$ cat src/rtl/id_issue_queue_pkg.sv
// id_issue_queue_pkg: shared types and constants for the decode-to-issue queue.
package id_issue_queue_pkg;
    localparam int ID_ISSUE_QUEUE_DEPTH = 4;
    typedef enum logic [3:0] {
        FU_NONE,
        FU_ALU,
        FU_CTRL_FLOW,
        FU_LOAD,
        FU_STORE,
        FU_MULT
    } fu_t;
    typedef struct packed {
        logic [31:0] pc;
        fu_t         fu;
        logic [7:0]  op;
        logic [4:0]  rs1;
        logic [4:0]  rs2;
        logic [4:0]  rd;
        logic [31:0] result;
        logic        valid;
    } scoreboard_entry_t;
endpackage

$ cat src/rtl/id_issue_queue_if.sv
// id_issue_queue_if: decode-side and issue-side handshake bundle of the issue queue.
interface id_issue_queue_if #(parameter int DEPTH = 4) ();
    import id_issue_queue_pkg::*;
    logic                         flush_i;
    scoreboard_entry_t            decoded_instr_i;
    logic                         decoded_instr_valid_i;
    logic                         is_ctrl_flow_i;
    logic                         decoded_instr_ack_o;
    scoreboard_entry_t            issue_instr_o;
    logic                         issue_instr_valid_o;
    logic                         is_ctrl_flow_o;
    logic                         issue_ack_i;
    logic                         resolve_branch_i;
    logic [$clog2(DEPTH+1)-1:0]   count_o;
    logic                         full_o;
    logic                         empty_o;
    modport slave (
        input  flush_i, decoded_instr_i, decoded_instr_valid_i, is_ctrl_flow_i,
               issue_ack_i, resolve_branch_i,
        output decoded_instr_ack_o, issue_instr_o, issue_instr_valid_o, is_ctrl_flow_o,
               count_o, full_o, empty_o
    );
    modport master (
        output flush_i, decoded_instr_i, decoded_instr_valid_i, is_ctrl_flow_i,
               issue_ack_i, resolve_branch_i,
        input  decoded_instr_ack_o, issue_instr_o, issue_instr_valid_o, is_ctrl_flow_o,
               count_o, full_o, empty_o
    );
endinterface

$ cat src/rtl/id_issue_queue.sv
// id_issue_queue: FIFO of decoded instructions between decode and issue, holding
// back a branch head while an earlier issued branch is still unresolved.
module id_issue_queue
    import id_issue_queue_pkg::*;
#(
    parameter int DEPTH = ID_ISSUE_QUEUE_DEPTH
) (
    input logic          clk_i,
    input logic          rst_i,
    id_issue_queue_if.slave bus
);
    localparam int PW = $clog2(DEPTH);
    localparam int CW = $clog2(DEPTH + 1);

    scoreboard_entry_t mem_q [DEPTH];
    logic [DEPTH-1:0]  ctrl_q;
    logic [PW-1:0]     rd_ptr_q, rd_ptr_d, wr_ptr_q, wr_ptr_d;
    logic [CW-1:0]     cnt_q, cnt_d;
    logic              bp_q, bp_d;
    logic              push, pop, head_ctrl;

    assign head_ctrl               = ctrl_q[rd_ptr_q];
    assign bus.full_o              = cnt_q == CW'(DEPTH);
    assign bus.empty_o             = cnt_q == '0;
    assign bus.count_o             = cnt_q;
    assign bus.decoded_instr_ack_o = !bus.full_o && !bus.flush_i;
    assign bus.issue_instr_valid_o = !bus.empty_o && !(bp_q && head_ctrl);
    assign bus.issue_instr_o       = mem_q[rd_ptr_q];
    assign bus.is_ctrl_flow_o      = !bus.empty_o && head_ctrl;
    assign push = bus.decoded_instr_valid_i && bus.decoded_instr_ack_o;
    assign pop  = bus.issue_instr_valid_o && bus.issue_ack_i && !bus.flush_i;

    // Popping a branch arms the gate even if the previous one resolves this cycle.
    always_comb begin
        rd_ptr_d = bus.flush_i ? '0 : rd_ptr_q + PW'(pop);
        wr_ptr_d = bus.flush_i ? '0 : wr_ptr_q + PW'(push);
        cnt_d    = bus.flush_i ? '0 : cnt_q + CW'(push) - CW'(pop);
        bp_d     = bus.flush_i ? 1'b0 : (pop && head_ctrl) ? 1'b1 : bus.resolve_branch_i ? 1'b0 : bp_q;
    end

    always_ff @(posedge clk_i or posedge rst_i) begin
        if (rst_i) begin
            mem_q    <= '{default: '0};
            ctrl_q   <= '0;
            rd_ptr_q <= '0;
            wr_ptr_q <= '0;
            cnt_q    <= '0;
            bp_q     <= 1'b0;
        end else begin
            if (push) begin
                mem_q[wr_ptr_q]  <= bus.decoded_instr_i;
                ctrl_q[wr_ptr_q] <= bus.is_ctrl_flow_i;
            end
            rd_ptr_q <= rd_ptr_d;
            wr_ptr_q <= wr_ptr_d;
            cnt_q    <= cnt_d;
            bp_q     <= bp_d;
        end
    end
endmodule
$ cat src/flat_wrapper.sv
// flat-port wrapper written by rule: the top's interface ports become plain ports
module id_issue_queue_flat import id_issue_queue_pkg::*;
#(
    parameter int DEPTH = ID_ISSUE_QUEUE_DEPTH
)
  (clk_i, rst_i, bus_flush_i, bus_decoded_instr_i, bus_decoded_instr_valid_i, bus_is_ctrl_flow_i, bus_issue_ack_i, bus_resolve_branch_i, bus_decoded_instr_ack_o, bus_issue_instr_o, bus_issue_instr_valid_o, bus_is_ctrl_flow_o, bus_count_o, bus_full_o, bus_empty_o);
  id_issue_queue_if #(.DEPTH(DEPTH)) bus_i ();
  input logic clk_i;
  input logic rst_i;
  input wire logic [$bits(bus_i.flush_i)-1:0] bus_flush_i;
  input wire logic [$bits(bus_i.decoded_instr_i)-1:0] bus_decoded_instr_i;
  input wire logic [$bits(bus_i.decoded_instr_valid_i)-1:0] bus_decoded_instr_valid_i;
  input wire logic [$bits(bus_i.is_ctrl_flow_i)-1:0] bus_is_ctrl_flow_i;
  input wire logic [$bits(bus_i.issue_ack_i)-1:0] bus_issue_ack_i;
  input wire logic [$bits(bus_i.resolve_branch_i)-1:0] bus_resolve_branch_i;
  output wire logic [$bits(bus_i.decoded_instr_ack_o)-1:0] bus_decoded_instr_ack_o;
  output wire logic [$bits(bus_i.issue_instr_o)-1:0] bus_issue_instr_o;
  output wire logic [$bits(bus_i.issue_instr_valid_o)-1:0] bus_issue_instr_valid_o;
  output wire logic [$bits(bus_i.is_ctrl_flow_o)-1:0] bus_is_ctrl_flow_o;
  output wire logic [$bits(bus_i.count_o)-1:0] bus_count_o;
  output wire logic [$bits(bus_i.full_o)-1:0] bus_full_o;
  output wire logic [$bits(bus_i.empty_o)-1:0] bus_empty_o;
  assign bus_i.flush_i = bus_flush_i;
  assign bus_i.decoded_instr_i = bus_decoded_instr_i;
  assign bus_i.decoded_instr_valid_i = bus_decoded_instr_valid_i;
  assign bus_i.is_ctrl_flow_i = bus_is_ctrl_flow_i;
  assign bus_i.issue_ack_i = bus_issue_ack_i;
  assign bus_i.resolve_branch_i = bus_resolve_branch_i;
  assign bus_decoded_instr_ack_o = bus_i.decoded_instr_ack_o;
  assign bus_issue_instr_o = bus_i.issue_instr_o;
  assign bus_issue_instr_valid_o = bus_i.issue_instr_valid_o;
  assign bus_is_ctrl_flow_o = bus_i.is_ctrl_flow_o;
  assign bus_count_o = bus_i.count_o;
  assign bus_full_o = bus_i.full_o;
  assign bus_empty_o = bus_i.empty_o;
  id_issue_queue #(.DEPTH(DEPTH)) u_core (.clk_i(clk_i), .rst_i(rst_i), .bus(bus_i));
endmodule
$ cat config.mk
export PLATFORM = sky130hd
export DESIGN_NAME = id_issue_queue_flat
export DESIGN_NICKNAME = d
export VERILOG_FILES = /design/src/rtl/id_issue_queue_pkg.sv /design/src/rtl/id_issue_queue_if.sv /design/src/rtl/id_issue_queue.sv /design/src/flat_wrapper.sv
export SDC_FILE = /design/constraint.sdc
export NUM_CORES = 1
export LEC_CHECK = 0
export ABC_CLOCK_PERIOD_IN_PS = 27600
export CAP_MARGIN = 20
export CORE_ASPECT_RATIO = 1.75
export CORE_UTILIZATION = 41
export CTS_CLUSTER_SIZE = 40
export DETAILED_ROUTE_END_ITERATION = 6
export SETUP_SLACK_MARGIN = 0.1
export SLEW_MARGIN = 40
export SYNTH_ARGS = -nofsm -noshare
export SYNTH_HDL_FRONTEND = slang
export SYNTH_SLANG_ARGS = --single-unit
export TNS_END_PERCENT = 30
$ cat constraint.sdc
create_clock -name clk_i -period 27.6 [get_ports clk_i]
set_input_delay 5.52 -clock clk_i [delete_from_list [all_inputs] [get_ports clk_i]]
set_output_delay 5.52 -clock clk_i [all_outputs]
set_load 0.05 [all_outputs]
==> flow_metrics.env <==
export IMPL_clk_insertion_delay_late_ns=0.54
export IMPL_cts_hold_fix_buffers=0
export IMPL_cp_start_kind="primary input"
export IMPL_synth_area_top_cells="dfrtp_1 (58%), mux2_1 (19%), mux4_2 (13%)"
export IMPL_ant_nets=0
export IMPL_clockBufferDepth=3
export IMPL_ys_seq_elements=380
export IMPL_drtIter0Drc=303
export IMPL_cp_slowest_cell="clkdlybuf4s50_1"
export IMPL_setup_tns_ns=0
export IMPL_layout_area_overhead_vs_synth_pct=22.4
export IMPL_grt_usage_pct=18.3
export IMPL_ys_types=25
export IMPL_powerDensity_mw_per_mm2=110
export IMPL_path_max_fanout=14
export IMPL_drt_first_pass_iters=4
export IMPL_grt_pass1_vias=10200
export IMPL_drv_slew=0
export IMPL_critPathKind="primary input to primary output"
export IMPL_cts_resized=0
export IMPL_grt_pass1_wl_um=57900
export IMPL_die_x_um=153
export IMPL_finalNetCount=1241
export IMPL_post_cts_buffers=0
export IMPL_p_leak_nw=8.82
export IMPL_final_common_cell="dfrtp_1"
export IMPL_min_path_type="register to register"
export IMPL_gp_congestion=0.695
export IMPL_cp_cell_sequence="clkdlybuf4s50_1 > nor2_1 > clkdlybuf4s50_1"
export IMPL_clock_sinks=380
export IMPL_route_detailed_drc=0
export IMPL_finClkSkew_ns=0.0317
export IMPL_clk_pin_slew_ns=0.06
export IMPL_layout_drive_gt1_share_pct=22.7
export IMPL_outcome="finished, final reports clean"
export IMPL_syn_nets=1049
export IMPL_setup_violations=0
export IMPL_synth_top_cell_by_area="dfrtp_1"
export IMPL_grt_max_degree=138
export IMPL_p_total_w=0.00222
export IMPL_fp_dieH_um=267
export IMPL_io_buffer_count=198
export IMPL_yosysTopAreaCellShare_pct=57.8
export IMPL_fmax_ghz=0.0780
export IMPL_antenna_found_initial=2
export IMPL_ys_seq_area_share_pct=57.8
export IMPL_tritoncts="done"
export IMPL_grt_setup_unrepaired="false"
export IMPL_routedWlPerCell_um=21.4
export IMPL_slowest_delay_ns=0.82
export IMPL_coreArea_mm2=0.0394
export IMPL_ir_drop_mv=0.0842
export IMPL_synth_area_mm2=0.0165
export IMPL_routed_via_density=5.38
export IMPL_rows=96
export IMPL_endpoint_kind="primary output"
export IMPL_cp_common_cell="clkdlybuf4s50_1"
export IMPL_yosys_warnings=0
export IMPL_finalCritPeriodShare_pct=46.5
export IMPL_die_area_mm2=0.0410
export IMPL_gr_total_overflow=0
export IMPL_htreeDepth=2
export IMPL_maxCapViolCount=0
export IMPL_routed_wirelength_um=35500
export IMPL_worstMarginPinSlew_ns=0.810
export IMPL_num_io_pins=199
export IMPL_vias=8896
export IMPL_required_ns=22.08
export IMPL_slew_headroom_pct=46.0
export IMPL_crit_arrival_ns=7.31
export IMPL_syn_inst=945
export IMPL_clockRootBuffer="clkbuf_16"
export IMPL_syn_area_per_cell_um2=17.4
export IMPL_hpwlAfterDp_um=21300
export IMPL_layout_common_cells="dfrtp_1 (378), mux2_1 (280), clkdlybuf4s50_1 (198)"
export IMPL_min_period_ns=12.83
export IMPL_cts_buffers_inserted=38
export IMPL_hold_violations=0
export IMPL_start_util_pct=41.8
==> critical path, delay by kind of cell <==
family | cells | cell delay, ns
buf+inv | 2 | 1.54
simple gates | 1 | 0.24
==> cells by family (layout without fill, tap and decap cells) <==
group	after synthesis	in the layout	synth area share, %
AO/OA/AOI/OAI	1	1	0.0304
XOR/XNOR	3	3	0.160
adder cells (fa/ha/maj)	5	5	0.426
buffers and inverters	66	284	2.36
flip-flops	380	380	57.8
multiplexers	465	465	38.2
other	0	2	0
AND/OR/NAND/NOR	25	25	1.06
==> per-stage QoR <==
step	setup slack, ns	hold slack [ns]	utilization [%]	area (um2)	cells
global route	14.69	0.492	51.1	20100	1655
global placement	14.74	0.461	47.8	18800	1585
finish	14.77	0.478	51.1	20100	1655
floorplan	11.52	0.452	-	16500	945
CTS	14.74	0.482	51.1	20100	1652
detailed placement	14.75	0.469	48.0	18900	1586
==> power breakdown <==
group | switching, W | internal [W] | leakage (nW)
Combinational | 0.000480 | 0.000378 | 3.35
Clock | 0.000213 | 0.000305 | 0.608
Sequential | 0.0000934 | 0.000746 | 4.87
==> Yosys cell counts (all sizes together) <==
library cell and instances:
a21oi 1, dfrtp 380, nor3b 1, ha 4
xor2 1, nor3 2, mux2 372, nor2b 4
and2 3, nand2 1, inv 4, clkbuf 3
mux4 93, nor4b 3, fa 1, nor4 2
nor2 6, buf 59, nand4bb 1, xnor2 2
nand2b 2
==> sequential cells by signal, summed over array words and instances (netlist names) <==
signal / flops
u_core.mem_q: 368
u_core.bus.count_o: 3
u_core.ctrl_q: 4
u_core.wr_ptr_q: 2
u_core.rd_ptr_q: 2
u_core.bp_q: 1
==> routing by layer <==
metal  global-route usage, %  vias to the layer above  routed length [um]
met2                    32.8                      153               18900
li1                        -                     3899                   -
met3                    3.43                       46                1400
met5                       0                        -                   0
met4                    5.54                        0                 776
met1                    22.3                     4798               14400
==> layout make-up <==
type | count | area, um2
Fill cell | 3362 | 19200
Sequential cell | 380 | 9520
Multi-Input combinational cell | 499 | 6590
Timing Repair Buffer | 214 | 2170
Clock buffer | 56 | 1100
Tap cell | 490 | 613
Clock inverter | 10 | 133
Inverter | 4 | 27.5
Antenna cell | 2 | 5.00
==> worst paths after layout <==
kind / startpoint / to / slack (ns) / cells past startpoint
max: bus_flush_i / bus_decoded_instr_ack_o / 14.77 / 3
min in group asynchronous: rst_i / u_core.mem_q[310] / 5.60 / 2
min: u_core.mem_q[232] / u_core.mem_q[232] / 0.48 / 1
max in group asynchronous: rst_i / u_core.mem_q[253] / 20.66 / 4
min reg2reg: u_core.mem_q[232] / u_core.mem_q[232] / 0.48 / 1
max reg2reg: u_core.rd_ptr_q[0] / u_core.bus.count_o[2] / 23.90 / 11
Power figures use the tool's default switching activity.
